**config.mk**
```make
export PLATFORM = sky130hd
export DESIGN_NAME = midi_encoder
export DESIGN_NICKNAME = d
export VERILOG_FILES = /design/src/rtl/config_pkg.sv /design/src/rtl/midi_pkg.sv /design/src/rtl/midi_encoder.sv
export SDC_FILE = /design/constraint.sdc
export NUM_CORES = 1
export LEC_CHECK = 0
export CORE_ASPECT_RATIO = 0.9
export CORE_MARGIN = 5
export CORE_UTILIZATION = 57
export CTS_CLUSTER_DIAMETER = 40
export DETAILED_ROUTE_END_ITERATION = 12
export PLACE_DENSITY_LB_ADDON = 0.2
export SETUP_SLACK_MARGIN = 0.15
export SLEW_MARGIN = 30
export SYNTH_ARGS = -nofsm -noshare
export SYNTH_HDL_FRONTEND = slang
export SYNTH_SLANG_ARGS = --single-unit
```
**constraint.sdc**
```tcl
create_clock -name clock_50_000_000 -period 2.97 [get_ports clock_50_000_000]
set_clock_uncertainty 0.2 [all_clocks]
set_input_delay 0.4455 -clock clock_50_000_000 [delete_from_list [all_inputs] [get_ports clock_50_000_000]]
set_output_delay 0.4455 -clock clock_50_000_000 [all_outputs]
set_load 0.005 [all_outputs]
```
**src/rtl/config_pkg.sv**
```systemverilog
// CONFIG: system-wide configuration constants.
//   BYTE_WIDTH : width of a byte on the serial transmit path
package CONFIG;

    localparam int BYTE_WIDTH = 8;

endpackage

```
**src/rtl/midi_pkg.sv**
```systemverilog
// MIDI: shared MIDI protocol types.
//   message_type_t : 4-bit status-nibble codes for channel voice messages
//   message_t      : one channel message (type + two data bytes)
//   DATA_WIDTH     : width of a data byte field inside message_t
package MIDI;

    localparam int DATA_WIDTH = 8;

    typedef enum logic [3:0] {
        NOTE_OFF         = 4'h8,
        NOTE_ON          = 4'h9,
        POLY_PRESSURE    = 4'hA,
        CONTROL_CHANGE   = 4'hB,
        PROGRAM_CHANGE   = 4'hC,
        CHANNEL_PRESSURE = 4'hD,
        PITCH_BEND       = 4'hE,
        SYSTEM           = 4'hF
    } message_type_t;

    typedef struct packed {
        message_type_t         message_type;
        logic [DATA_WIDTH-1:0] data_byte1;
        logic [DATA_WIDTH-1:0] data_byte2;
    } message_t;

endpackage

```
**src/rtl/midi_encoder.sv**
```systemverilog
// midi_encoder: turns MIDI channel messages into a byte stream for a UART.
//   clock_50_000_000 : system clock, rising edge
//   reset_l          : asynchronous active-low reset
//   message, message_valid, message_ready : message input handshake
//   data_out, data_out_valid, data_out_ready : byte output handshake
//   message_dropped  : one-cycle pulse after accepting an unsupported type
// Running status: when enabled, the status byte is omitted if it matches the
// last status byte sent and the line has not been idle for RS_TIMEOUT cycles.
module midi_encoder
    import MIDI::*;
    import CONFIG::*;
#(
    parameter logic [3:0]  CHANNEL        = 4'd0,
    parameter bit          RUNNING_STATUS = 1'b1,
    parameter int unsigned RS_TIMEOUT     = 50_000_000
) (
    input  logic                  clock_50_000_000,
    input  logic                  reset_l,
    input  message_t              message,
    input  logic                  message_valid,
    output logic                  message_ready,
    output logic [BYTE_WIDTH-1:0] data_out,
    output logic                  data_out_valid,
    input  logic                  data_out_ready,
    output logic                  message_dropped
);

    localparam logic [1:0] IDLE        = 2'd0;
    localparam logic [1:0] SEND_STATUS = 2'd1;
    localparam logic [1:0] SEND_DATA1  = 2'd2;
    localparam logic [1:0] SEND_DATA2  = 2'd3;

    localparam int             CNT_W   = (RS_TIMEOUT < 1) ? 1 : $clog2(RS_TIMEOUT + 1);
    localparam logic [CNT_W-1:0] CNT_MAX = CNT_W'(RS_TIMEOUT);

    function automatic logic [BYTE_WIDTH-1:0] status_byte(input message_type_t t);
        return BYTE_WIDTH'({t, CHANNEL});
    endfunction

    // MIDI data bytes always have bit 7 clear.
    function automatic logic [BYTE_WIDTH-1:0] data_byte(input logic [DATA_WIDTH-1:0] d);
        return BYTE_WIDTH'({1'b0, d[6:0]});
    endfunction

    function automatic logic is_supported(input message_type_t t);
        return (t == NOTE_OFF) || (t == NOTE_ON) ||
               (t == CONTROL_CHANGE) || (t == PROGRAM_CHANGE);
    endfunction

    logic [1:0]            state_q, state_d;
    message_t              buf_q, buf_d;
    logic [BYTE_WIDTH-1:0] data_out_q, data_out_d;
    logic                  data_out_valid_q, data_out_valid_d;
    logic                  dropped_q, dropped_d;
    logic [BYTE_WIDTH-1:0] last_status_q, last_status_d;
    logic                  last_valid_q, last_valid_d;
    logic [CNT_W-1:0]      idle_cnt_q, idle_cnt_d;

    logic accept;
    logic byte_hs;
    logic rs_hit;

    assign message_ready = (state_q == IDLE) && reset_l;
    assign accept        = message_valid && message_ready;
    assign byte_hs       = data_out_valid_q && data_out_ready;
    assign rs_hit        = RUNNING_STATUS && last_valid_q &&
                           (status_byte(message.message_type) == last_status_q);

    always_comb begin
        state_d          = state_q;
        buf_d            = buf_q;
        data_out_d       = data_out_q;
        data_out_valid_d = data_out_valid_q;
        dropped_d        = 1'b0;
        last_status_d    = last_status_q;
        last_valid_d     = last_valid_q;

        // Idle counter: any cycle without a byte handshake counts as idle.
        if (byte_hs)                  idle_cnt_d = '0;
        else if (idle_cnt_q == CNT_MAX) idle_cnt_d = idle_cnt_q;
        else                          idle_cnt_d = idle_cnt_q + 1'b1;

        // The receiver may have lost running status after a long silence.
        if (!byte_hs && (idle_cnt_d == CNT_MAX)) last_valid_d = 1'b0;

        case (state_q)
            IDLE: begin
                if (accept) begin
                    buf_d = message;
                    if (is_supported(message.message_type)) begin
                        data_out_valid_d = 1'b1;
                        if (rs_hit) begin
                            state_d    = SEND_DATA1;
                            data_out_d = data_byte(message.data_byte1);
                        end else begin
                            state_d    = SEND_STATUS;
                            data_out_d = status_byte(message.message_type);
                        end
                    end else begin
                        dropped_d = 1'b1;
                    end
                end
            end
            SEND_STATUS: begin
                if (byte_hs) begin
                    last_status_d = status_byte(buf_q.message_type);
                    last_valid_d  = 1'b1;
                    state_d       = SEND_DATA1;
                    data_out_d    = data_byte(buf_q.data_byte1);
                end
            end
            SEND_DATA1: begin
                if (byte_hs) begin
                    if (buf_q.message_type == PROGRAM_CHANGE) begin
                        state_d          = IDLE;
                        data_out_valid_d = 1'b0;
                    end else begin
                        state_d    = SEND_DATA2;
                        data_out_d = data_byte(buf_q.data_byte2);
                    end
                end
            end
            SEND_DATA2: begin
                if (byte_hs) begin
                    state_d          = IDLE;
                    data_out_valid_d = 1'b0;
                end
            end
            default: begin
                state_d          = IDLE;
                data_out_valid_d = 1'b0;
            end
        endcase
    end

    always_ff @(posedge clock_50_000_000 or negedge reset_l) begin
        if (!reset_l) begin
            state_q          <= IDLE;
            buf_q            <= '0;
            data_out_q       <= '0;
            data_out_valid_q <= 1'b0;
            dropped_q        <= 1'b0;
            last_status_q    <= '0;
            last_valid_q     <= 1'b0;
            idle_cnt_q       <= '0;
        end else begin
            state_q          <= state_d;
            buf_q            <= buf_d;
            data_out_q       <= data_out_d;
            data_out_valid_q <= data_out_valid_d;
            dropped_q        <= dropped_d;
            last_status_q    <= last_status_d;
            last_valid_q     <= last_valid_d;
            idle_cnt_q       <= idle_cnt_d;
        end
    end

    assign data_out        = data_out_q;
    assign data_out_valid  = data_out_valid_q;
    assign message_dropped = dropped_q;

    // Bit 7 of the buffered data bytes is never transmitted.
    logic unused_bits;
    assign unused_bits = ^{buf_q.data_byte1[DATA_WIDTH-1:7], buf_q.data_byte2[DATA_WIDTH-1:7]};

endmodule
```
== Word level (Yosys, flattened, before mapping) ==
Cells that the tools add are included.

* Add/subtract/negate cells: 1
* Equal/unequal tests: 18
* Mux-type cells: 29
* Reductions and logical operators: 17

{| class="wikitable"
|+ Operators with widths
! operator !! count
|-
| 26-bit equality test (second input constant) || 2
|-
| 26-bit two-way mux || 2
|-
| 8-bit two-way mux || 6
|-
| 26-bit by 1-bit adder with 26-bit output (second input constant) || 1
|-
| 8-bit case mux with 3 select lines || 1
|-
| 4-bit equality test (second input constant) || 5
|-
| 2-bit two-way mux || 7
|-
| 2-bit != test (second input constant) || 6
|-
| 6-bit AND reduction || 2
|-
| 1-bit two-way mux || 11
|-
| 2-bit case mux with 4 select lines || 1
|-
| 3-bit nonzero test || 2
|-
| 1-bit logical AND || 5
|-
| 5-bit AND reduction || 1
|-
| 2-bit equality test (second input constant) || 2
|-
| 4-bit equality test || 1
|-
| 2-bit AND reduction || 2
|-
| 1-bit logical OR || 3
|-
| 1-bit case mux with 3 select lines || 1
|-
| 2-bit by 1-bit equality test with 1-bit output (second input constant) || 1
|-
| 2-bit logical NOT || 1
|-
| 2-bit by 1-bit != test with 1-bit output (second input constant) || 1
|-
| 1-bit logical NOT || 1
|}

* Register bits: 61
* Bits of input ports: 24
* Output and inout bits: 11

== Longest topological paths before layout ==
Gate-level depths: netlist of run 1.

* Depth in word-level cells: 8
* Gate-level depth with buffers: 10
* Depth with buffers taken out: 9

== Least setup slack after synthesis of run 1 ==
OpenSTA, ideal clock, no wires.

* Path kind: register to register
* Start: register state_q[0]
* End: register buf_q[10] (netlist bit)
* Data arrival time: 1970 ps
* Required time: 2645 ps
* Path slack: 675 ps
* Stages on the path, launching flop included: 8
* Buffers on the path: 2
* Period minus slack after synthesis: 2295 ps
* Cells stage by stage: dfrtp_1 > inv_1 > ha_1 > and2_1 > nand2_1 > clkbuf_1 > clkbuf_1 > mux2_2

* Cells in the longest elaborated chain, start to end: 4

{| class="wikitable"
|+ RTL lines
! element !! line !! source
|-
| start: declaration || midi_encoder.sv:50 || <nowiki>logic [1:0] state_q, state_d;</nowiki>
|-
| start signal: assignment || midi_encoder.sv:147 || <nowiki>state_q <= state_d;</nowiki>
|-
| 2-bit logical NOT || midi_encoder.sv:63 || <nowiki>assign message_ready = (state_q == IDLE) && reset_l;</nowiki>
|-
| 1-bit logical AND || midi_encoder.sv:63 ||
|-
| via message_ready || midi_encoder.sv:21 || <nowiki>output logic message_ready,</nowiki>
|-
| 1-bit logical AND || midi_encoder.sv:64 || <nowiki>assign accept = message_valid && message_ready;</nowiki>
|-
| 2-bit AND reduction (no source line) || - ||
|-
| end signal: assignment || midi_encoder.sv:148 || <nowiki>buf_q <= buf_d;</nowiki>
|-
| end: declaration || midi_encoder.sv:51 || <nowiki>message_t buf_q, buf_d;</nowiki>
|}

The timed path passes the listed nets, and every way through them passes these cells.
A chain may end at the register's enable or synchronous reset.

== Worst setup path in the final report of run 1 ==
* Start: register idle_cnt_q[2]
* End: register last_valid_q

* Cells in the longest elaborated chain, start to end: 8

{| class="wikitable"
|+ RTL lines
! element !! line !! source
|-
| start: declaration || midi_encoder.sv:57 || <nowiki>logic [CNT_W-1:0] idle_cnt_q, idle_cnt_d;</nowiki>
|-
| start signal: assignment || midi_encoder.sv:154 || <nowiki>idle_cnt_q <= idle_cnt_d;</nowiki>
|-
| 26-bit by 1-bit adder with 26-bit output / 26-bit equality test (equally long branches) || midi_encoder.sv:81, midi_encoder.sv:80 ||
|-
| 26-bit two-way mux * || midi_encoder.sv:80 || <nowiki>else if (idle_cnt_q == CNT_MAX) idle_cnt_d = idle_cnt_q;</nowiki>
|-
| 26-bit two-way mux * || midi_encoder.sv:79 || <nowiki>if (byte_hs) idle_cnt_d = '0;</nowiki>
|-
| 26-bit equality test * || midi_encoder.sv:84 || <nowiki>if (!byte_hs && (idle_cnt_d == CNT_MAX)) last_valid_d = 1'b0;</nowiki>
|-
| 1-bit logical AND * || midi_encoder.sv:84 ||
|-
| 1-bit two-way mux * || midi_encoder.sv:84 ||
|-
| 1-bit two-way mux || midi_encoder.sv:105 || <nowiki>if (byte_hs) begin</nowiki>
|-
| 1-bit two-way mux * || midi_encoder.sv:86 || <nowiki>case (state_q)</nowiki>
|-
| via last_valid_d || midi_encoder.sv:56 || <nowiki>logic last_valid_q, last_valid_d;</nowiki>
|-
| end signal: assignment || midi_encoder.sv:153 || <nowiki>last_valid_q <= last_valid_d;</nowiki>
|-
| end: declaration || midi_encoder.sv:56 ||
|}

The timed path passes the listed nets; every way through them passes the cells marked *.

==> impl_metrics.yaml, run 1 <==
finish:
  nets: 393
  drive_above_1_share_pct: 14.44
  final_core_util_pct: 67.93
  seq_area_um2: 1526
  antenna_cells: 0
  fillers: 458
  syn2layout_area_growth_pct: 15.66
  stdcell_area_um2: 3845
  multi_input_area_um2: 1682
synth:
  synth_mux_area_share_pct: 9.371
  syn_nets: 364
  synth_warnings: 0
  synth_edf_count: 0
  synth_top_area_share_pct: 45.92
  async_flop_share_pct: 100.0
  syn_area_per_cell_um2: 9.953
  synth-simple-area-share_pct: 22.77
  synth_top_flop_cell: "dfrtp_1"
  ys_ff_latch: 61
  synth.area.top_cells: "dfrtp_1, mux2_2, xor2_1"
  ys_seq_area_share_pct: 45.92
  synth_area_um2: 3324
  synthDistinctLibCells: 49
  synth_fa_ha_area_share_pct: 2.559
  synth_area_leader_cell: "dfrtp_1"
  synth_compound_area_share_pct: 9.296
  synth_top_family_by_area: "simple AND/OR/NAND/NOR gates"
  synth_xor_area_share_pct: 6.586
  synthCells: 334
die:
  design.portCount: 35
  die_w_um: 90.50
  rows: 26
  start_util_pct: 58.73
  core_area_um2: 5660
  dieHeight_um: 82.45
  die_area_um2: 7462
timing:
  slew_violations: 0
  hold_violations: 0
  fmax_ghz: 0.3987
  setup-tns-final_ps: 0
  rsz0062_at_grt: "no"
  period_share_pct: 84.45
  slew_headroom_pct: 48.64
  period_needed_ps: 2508
  worst_pin_slew_ps: 770.3
  finalSetupViolCount: 0
clocking:
  cts_post_setup_buffers_inserted: 0
  cts_max_path_buffers: 2
  clock_sinks: 61
  clkTransAtPathRegs_ps: 70
  insertion_delay_ps: 330
  cts_made_buffers: 9
  ctsResizeCount: 0
  clock-root-buffer: "clkbuf_8"
  hold_buffers: 0
  h-tree-depth: 3
  cts_tree: "done"
power_and_ir_drop:
  cellLeakagePower_uw: 0.001577
  p_per_area_nw_per_um2: 786.6
  vdd_drop_max_v: 0.0005501
grt:
  grt_pass1_vias: 2316
  grtUsageMet1_pct: 28.61
  gr-usage-all-layers_pct: 19.84
  antenna_found_initial: 0
  grt_max_degree: 62
  grt_overflow: 0
  gr-usage-met3_pct: 4.438
  grt_most_used_layer: "met2"
  use_met2_pct: 29.54
  grt_pass1_wl_mm: 11.54
setup_path:
  cp.arrival_ps: 2500
  worst_setup_path_end_kind: "flop"
  r2r-end: "last_valid_q$_DFF_PN0_"
  critical_path_peak_fanout: 9
  r2r_cells: 7
  r2r_slack_ps: 460
  required_ps: 2970
  crit_type: "flop to flop"
  startpoint_type: "flop"
  rr_startpoint: "idle_cnt_q[2]$_DFF_PN0_"
routing:
  vias: 2542
  drt_iter0_drc: 157
  drtAntennaViolNets: 0
  vias_per_cell: 5.817
  routed_wl_mm: 7.047
  drtPass1Iterations: 4
  wire_per_inst_um: 16.13
  remaining_drc_errors: 0
placement:
  gp_congestion: 0.8464
  dp_hpwl_mm: 5.037
  placed_area_um2: 3667
  io_buffers: 32
status:
  status: "finished, final reports clean"
flow_run:
  maxCapViolCount: 0
worst_hold_path:
  hold_path_class: "primary input to async pin"
## where the power goes
part | internal, uW | switching (uW) | total [uW]
clock | 366 | 295 | 661
combinational | 529 | 602 | 1130
sequential | 1070 | 162 | 1230
## Yosys cell counts, types with 2 or more instances
master    instances
nand4_1           3
and2_1            5
mux2i_1           3
buf_1             2
and4b_1           2
a31oi_1           3
nor4b_1           3
o21ai_1           3
and4_1            2
dfrtp_1          61
ha_1              6
a22o_1            4
nor4_1            3
nor3b_1           7
buf_6             2
nor3_2            2
buf_2             3
nand2_1          32
o21ai_0          18
nand3b_1          2
nand4b_1          2
a22oi_1           5
xor2_1           16
inv_1             7
and4_4            2
clkbuf_1         10
xnor2_1           9
nand2b_1          2
nor2_1           29
nand3_1          16
a21oi_1          16
nor3_1            8
or3_1             6
mux2_2           25
## stage by stage
step           hold WS (ps)  total power [uW]  setup slack, ps  std cells
5_1_grt               199.5              3230            313.6        437
3_3_place_gp          261.8              2317            230.0        422
6_report              131.2              3025            461.9        437
4_1_cts               151.7              3039            479.8        437
3_5_place_dp          270.1              2363            172.9        422
2_1_floorplan        -50.09              2006            675.0        334
## area by class of cell
cell class                 count  share of cell area, %
multi-input combinational    248                  43.74
sequential                    61                  39.70
timing repair buffer          36                  8.981
clock buffer                  14                  4.491
tap                           70                  2.278
inverter                       7                 0.6834
clock inverter                 1                 0.1302
## logic make-up after synthesis
| family | after synthesis |
|---|---|
| simple gates | 135 |
| flops | 61 |
| compound gates | 53 |
| mux | 28 |
| xor+xnor | 25 |
| buf+inv | 25 |
| fa+ha+maj | 7 |
## layer usage
metal / vias to the layer above / share of wire [%]
met4: 0 / 1.5
met5: - / 0
met3: 11 / 6.4
met2: 64 / 44
li1: 1243 / -
met1: 1224 / 48
## worst max path at each step
stage	startpoint	end	slack [ps]	depth (start not counted)
detailed placement	data_out_ready	last_valid_q$_DFF_PN0_	170	8
global route	idle_cnt_q[2]$_DFF_PN0_	last_valid_q$_DFF_PN0_	310	7
global placement	data_out_ready	last_valid_q$_DFF_PN0_	230	8
finish	idle_cnt_q[2]$_DFF_PN0_	last_valid_q$_DFF_PN0_	460	7
CTS	idle_cnt_q[2]$_DFF_PN0_	last_valid_q$_DFF_PN0_	480	7
floorplan	state_q[0]$_DFFE_PN0P_	buf_q[10]$_DFFE_PN0P_	670	7
## state kept, by name (all words and copies together), names as in the netlist
register	count
buf_q	18
data_out_valid	1
last_status_q	4
message_dropped	1
data_out	8
state_q	2
idle_cnt_q	26
last_valid_q	1
## critical path, stage by stage, from the launching register on
cell and delay [ps]:
dfrtp_1 500, and4_4 320, and2_1 300, and2_1 300, nand3_1 120, xor2_1 180
nor4_2 320, a31oi_1 140
## cells in the final DEF, fill, tap and decap left out, drive strengths merged, types with 3 or more instances in the layout
cell type      netlist  final
ha                   6      6
dfrtp               61     61
nor3                10     10
a22o                 4      4
a21oi               16     16
clkdlybuf4s50        0     31
or3                  6      6
o21ai               21     21
nor4                 4      4
inv                  7      7
buf                  8      5
nor3b                7      7
a22oi                5      5
nand3               16     16
clkbuf              10     14
nand2               32     32
xnor2                9      9
a31oi                3      3
nor2                30     30
mux2i                3      3
mux2                25     25
xor2                16     16
nand4                5      5
and4                 4      4
and2                 6      6
nor4b                3      3
(Power assumes the default switching activity.)
==> inputs of run 2 (changes only) <==
--- a/config.mk
+++ b/config.mk
@@ -7,7 +7,7 @@
 export LEC_CHECK = 0
 export CORE_ASPECT_RATIO = 0.9
 export CORE_MARGIN = 5
-export CORE_UTILIZATION = 57
+export CORE_UTILIZATION = 51
 export CTS_CLUSTER_DIAMETER = 40
 export DETAILED_ROUTE_END_ITERATION = 12
 export PLACE_DENSITY_LB_ADDON = 0.2
==> constraint.sdc (replaced) <==
create_clock -name clock_50_000_000 -period 2 [get_ports clock_50_000_000]
set_clock_uncertainty 0.2 [all_clocks]
set_input_delay 0.3 -clock clock_50_000_000 [delete_from_list [all_inputs] [get_ports clock_50_000_000]]
set_output_delay 0.3 -clock clock_50_000_000 [all_outputs]
set_load 0.005 [all_outputs]
==> impl_metrics.yaml, run 2 (synthesized netlist as in run 1, its figures left out) <==
finish:
  mostFrequentLayoutCell: "buf_4"
  drive_above_1_share_pct: 42.11
  seq_area_um2: 1538
  mostFrequentLayoutCells: "buf_4, dfrtp_1, nand2_1"
  antenna_cells: 0
  nets: 482
  multi_input_area_um2: 1908
  largest_register: "idle_cnt_q"
  final_cells: 543
  fillers: 412
  syn2layout_area_growth_pct: 46.59
  largest_reg_flops: 26
grt:
  grt_pass1_wl_mm: 14.04
  grt_pass1_vias: 2879
  grt_overflow: 0
  grt_max_degree: 62
  antenna_found_initial: 0
  gr-usage-all-layers_pct: 22.44
power_and_ir_drop:
  p_per_area_nw_per_um2: 1146
  power.total_uw: 5583
  cellLeakagePower_uw: 0.002119
  vdd_drop_max_v: 0.0008494
clocking:
  clock_sinks: 61
  cts_tree: "done"
  cts_max_path_buffers: 2
  clock-root-buffer: "clkbuf_8"
  cts_made_buffers: 9
  clkTransAtPathRegs_ps: 70
  h-tree-depth: 3
  insertion_delay_ps: 350
routing:
  drtPass1Iterations: 4
  drt_iter0_drc: 122
  vias: 2997
  routed_wl_mm: 9.341
  wire_per_inst_um: 17.20
  vias_per_cell: 5.519
  remaining_drc_errors: 0
  drtAntennaViolNets: 0
setup_path:
  cp_slowest_cell: "dfrtp_2"
  cp.buffers_inverters: 1
  path_depth: 8
  required_ps: 2010
  critical_path_peak_fanout: 4
  path_cells: "buf_12, nand3_4, xor2_1, nor2_1, or4_1, or3_1, and4bb_2, a31oi_1"
  critPathTopFamily: "simple AND/OR/NAND/NOR gates"
  cp.arrival_ps: 2370
  worst_setup_path_end_kind: "flop"
  r2r_cells: 8
  worst_path_largest_cell_delay_ps: 450
  startpoint_type: "flop"
  crit_type: "flop to flop"
timing:
  finalSetupViolCount: 8
  fin_ws_ps: -352.4
  slew_violations: 0
  worst_pin_slew_ps: 783.2
  period_needed_ps: 2352
  hold_slack_ps: -23.90
  fmax_ghz: 0.4251
  rsz0062_at_grt: "yes"
  hold_violations: 17
  slew_headroom_pct: 47.79
  period_share_pct: 117.6
die:
  start_util_pct: 53.48
  core_area_um2: 6216
  dieHeight_um: 86.60
  design.portCount: 35
  die_area_um2: 8236
  rows: 27
  die_w_um: 95.11
status:
  violations: "hold timing, setup timing"
  status: "finished, violations left"
placement:
  dp_hpwl_mm: 6.004
  io_buffers: 32
  place_inst: 511
  gp_congestion: 0.8369
flow_run:
  maxCapViolCount: 0
worst_hold_path:
  hold_path_class: "primary input to async pin"
## run 2: routing by layer
layer | GRT usage (%) | part of all wire (%)
met5 | 0 | 0
met4 | 7.864 | 1.9
met1 | 30.98 | 45
met3 | 6.771 | 5.3
met2 | 33.44 | 48
## run 2: layout make-up
cell class	instances	area share (%)
clock buffer	10	2.824
tap	87	2.234
sequential	61	31.55
inverter	7	0.5392
clock inverter	5	1.540
multi-input combinational	248	39.15
timing repair buffer	125	22.16
## run 2: worst reg2reg max path: cells and delay by family, from the launching register on
family	cells	cell delay [ps]
AOI/OAI and AO/OA	1	80
buffers and inverters	1	150
xor gates and xnor gates	1	160
DFF	1	450
and+or+nand+nor	5	1190
## run 2: worst paths after layout
path,start,to,slack (ps)
max,idle_cnt_q[1]$_DFF_PN0_,last_valid_q$_DFF_PN0_,-350
min,reset_l,last_status_q[4]$_DFFE_PN0P_,-20
max reg2reg,idle_cnt_q[1]$_DFF_PN0_,last_valid_q$_DFF_PN0_,-350
min reg2reg,data_out[7]$_DFFE_PN0P_,data_out[7]$_DFFE_PN0P_,290
max in group asynchronous,reset_l,idle_cnt_q[2]$_DFF_PN0_,1030
min in group clock_50_000_000,message[16],buf_q[16]$_DFFE_PN0P_,240
## run 2: through the flow
| step | util, % | setup WS, ps | area, um2 | setup TNS, ps |
|---|---|---|---|---|
| after floorplan | - | -146.3 | 3397 | -871.8 |
| after global placement | 68.72 | -455.3 | 4272 | -4153 |
| after global routing | 78.40 | -438.5 | 4873 | -1466 |
| after CTS | 74.15 | -344.7 | 4609 | -635.3 |
| after detailed placement | 68.72 | -492.0 | 4272 | -4728 |
| final | 78.40 | -352.4 | 4873 | -601.4 |
## run 2: power by group
part	leakage [uW]	switching, uW	internal, uW
clock network	0.000112	489	722
registers	0.000771	249	1590
logic	0.00124	1190	1350
## run 2: repair_timing
action	4_1_cts	5_1_grt
pin swaps	8	24
hold buffers	0	0
setup endpoints to repair	22	25
gates cloned	1	0
buffers inserted	3	13
gates resized for setup	32	43
==> inputs of run 3 (changes only) <==
--- a/config.mk
+++ b/config.mk
@@ -12,6 +12,7 @@
 export DETAILED_ROUTE_END_ITERATION = 12
 export PLACE_DENSITY_LB_ADDON = 0.2
 export SETUP_SLACK_MARGIN = 0.15
+export SKIP_LAST_GASP = 1
 export SLEW_MARGIN = 30
 export SYNTH_ARGS = -nofsm -noshare
 export SYNTH_HDL_FRONTEND = slang
==> impl_metrics.yaml, run 3 (synthesized netlist as in run 1, its figures left out) <==
status:
  status: "finished, violations left"
  violations: "hold timing, setup timing"
finish:
  mostFrequentLayoutCells: "buf_4, dfrtp_1, nand2_1"
  antenna_cells: 0
  drive_above_1_share_pct: 41.45
  largest_register: "idle_cnt_q"
  syn2layout_area_growth_pct: 46.41
  mostFrequentLayoutCell: "buf_4"
  largest_reg_flops: 26
  fillers: 411
  nets: 482
die:
  die_area_um2: 8236
  design.portCount: 35
  die_w_um: 95.11
  rows: 27
  dieHeight_um: 86.60
  start_util_pct: 53.48
  core_area_um2: 6216
grt:
  antenna_found_initial: 0
  grt_max_degree: 62
  grt_pass1_wl_mm: 14.04
  grt_pass1_vias: 2879
  grt_overflow: 0
  gr-usage-all-layers_pct: 22.44
setup_path:
  crit_type: "flop to flop"
  rr_startpoint: "idle_cnt_q[1]$_DFF_PN0_"
  startpoint_type: "flop"
  cp.buffers_inverters: 1
  cp_slowest_cell: "dfrtp_2"
  r2r_slack_ps: -350
  critPathTopFamily: "simple AND/OR/NAND/NOR gates"
  required_ps: 2070
  path_depth: 9
  worst_path_largest_cell_delay_ps: 450
  cp.arrival_ps: 2420
  critical_path_peak_fanout: 4
  worst_setup_path_end_kind: "flop"
  path_cells: "inv_2, ha_4, nor4b_4, nand2_1, and4b_2, nor4_1, a31oi_1, and4bb_2, a31oi_1"
  r2r_cells: 9
  cpMostUsedCell: "a31oi_1"
  r2r-end: "last_valid_q$_DFF_PN0_"
routing:
  drtPass1Iterations: 5
  met3WireLength_um: 437
  wl_met1_mm: 4.189
  wl_met2_mm: 4.436
  maxUsedRoutingLayer: "met4"
  drtAntennaViolNets: 0
  routed_wl_mm: 9.231
  remaining_drc_errors: 0
  drt_iter0_drc: 130
  wire_per_inst_um: 17.00
  vias: 2959
  vias_per_cell: 5.449
clocking:
  insertion_delay_ps: 350
  cts_max_path_buffers: 2
  cts_tree: "done"
  h-tree-depth: 3
  hold_buffers: 0
  clock_sinks: 61
  clkTransAtPathRegs_ps: 70
  clock-root-buffer: "clkbuf_8"
  cts_made_buffers: 9
flow_run:
  maxCapViolCount: 0
timing:
  worst_pin_slew_ps: 785.0
  slew_headroom_pct: 47.67
  hold_violations: 14
  period_needed_ps: 2350
  rsz0062_at_grt: "yes"
  period_share_pct: 117.5
  finalSetupViolCount: 6
  fin_ws_ps: -350.1
  fmax_ghz: 0.4255
  slew_violations: 0
  hold_slack_ps: -6.715
placement:
  io_buffers: 32
  dp_hpwl_mm: 6.004
  gp_congestion: 0.8369
power_and_ir_drop:
  power.total_uw: 5592
  cellLeakagePower_uw: 0.002117
  vdd_drop_max_v: 0.0008515
  p_per_area_nw_per_um2: 1149
worst_hold_path:
  hold_path_class: "primary input to async pin"
-- run 3: cell types whose count changed in the layout (fill, tap and decap cells not counted) --
cell             before  now
or3_1                 4    5
nand3_1              12   13
buf_2                 3    2
nand3_2               2    1
clkdlybuf4s15_2       0    1
nand2_2               3    2
or3_4                 2    1
nand2_1              29   30
-- run 3: repair_timing --
action                     CTS  global route
setup endpoints to repair   22            25
setup buffers                3            13
gates cloned                 1             0
resized for setup           32            39
pin swaps                    8            22
-- run 3: per-stage QoR --
stage                     std cells  utilization, %  instance area, um2  setup WS (ps)  TNS (ps)
after floorplan                 334               -                3397         -146.3    -871.8
after global placement          511           68.72                4272         -455.3     -4153
after detailed placement        511           68.72                4272         -492.0     -4728
after CTS                       530           74.15                4609         -344.7    -635.3
after global routing            543           78.30                4867         -438.5     -1349
final                           543           78.30                4867         -350.1    -543.1
-- run 3: worst max-delay path by stage --
stage | from | to | slack, ps
after floorplan | idle_cnt_q[1]$_DFF_PN0_ | last_valid_q$_DFF_PN0_ | -150
after global placement | data_out_ready | last_valid_q$_DFF_PN0_ | -460
after detailed placement | data_out_ready | last_valid_q$_DFF_PN0_ | -490
after CTS | idle_cnt_q[1]$_DFF_PN0_ | last_valid_q$_DFF_PN0_ | -340
after global routing | idle_cnt_q[1]$_DFF_PN0_ | last_valid_q$_DFF_PN0_ | -440
final | idle_cnt_q[1]$_DFF_PN0_ | last_valid_q$_DFF_PN0_ | -350
-- run 3: layer usage --
layer  track usage [%]  up-vias
li1                  -     1419
met2             33.44       67
met3             6.771       17
met4             7.864        0
met1             30.98     1456
met5                 0        -
-- run 3: where the power goes --
| group | internal, uW | switching [uW] | leakage [uW] | total [uW] |
|---|---|---|---|---|
| registers | 1590 | 249 | 0.000771 | 1840 |
| clock network | 722 | 492 | 0.000112 | 1210 |
| logic | 1350 | 1190 | 0.00123 | 2540 |
-- run 3: final cells by class --
cell class                      instances  area (um2)  share of cell area [%]
Multi-Input combinational cell        248        1896                   38.95
Clock inverter                          5       75.07                   1.542
Clock buffer                           10       137.6                   2.828
Sequential cell                        61        1538                   31.59
Tap cell                               87       108.9                   2.236
Timing Repair Buffer                  125        1086                   22.31
Inverter                                7       26.28                  0.5398
-- run 3: worst reg2reg max path, cell delays in order (launching register included) --
cell	delay, ps
dfrtp_2	450
inv_2	100
ha_4	140
nor4b_4	170
nand2_1	100
and4b_2	360
nor4_1	70
a31oi_1	250
and4bb_2	280
a31oi_1	160
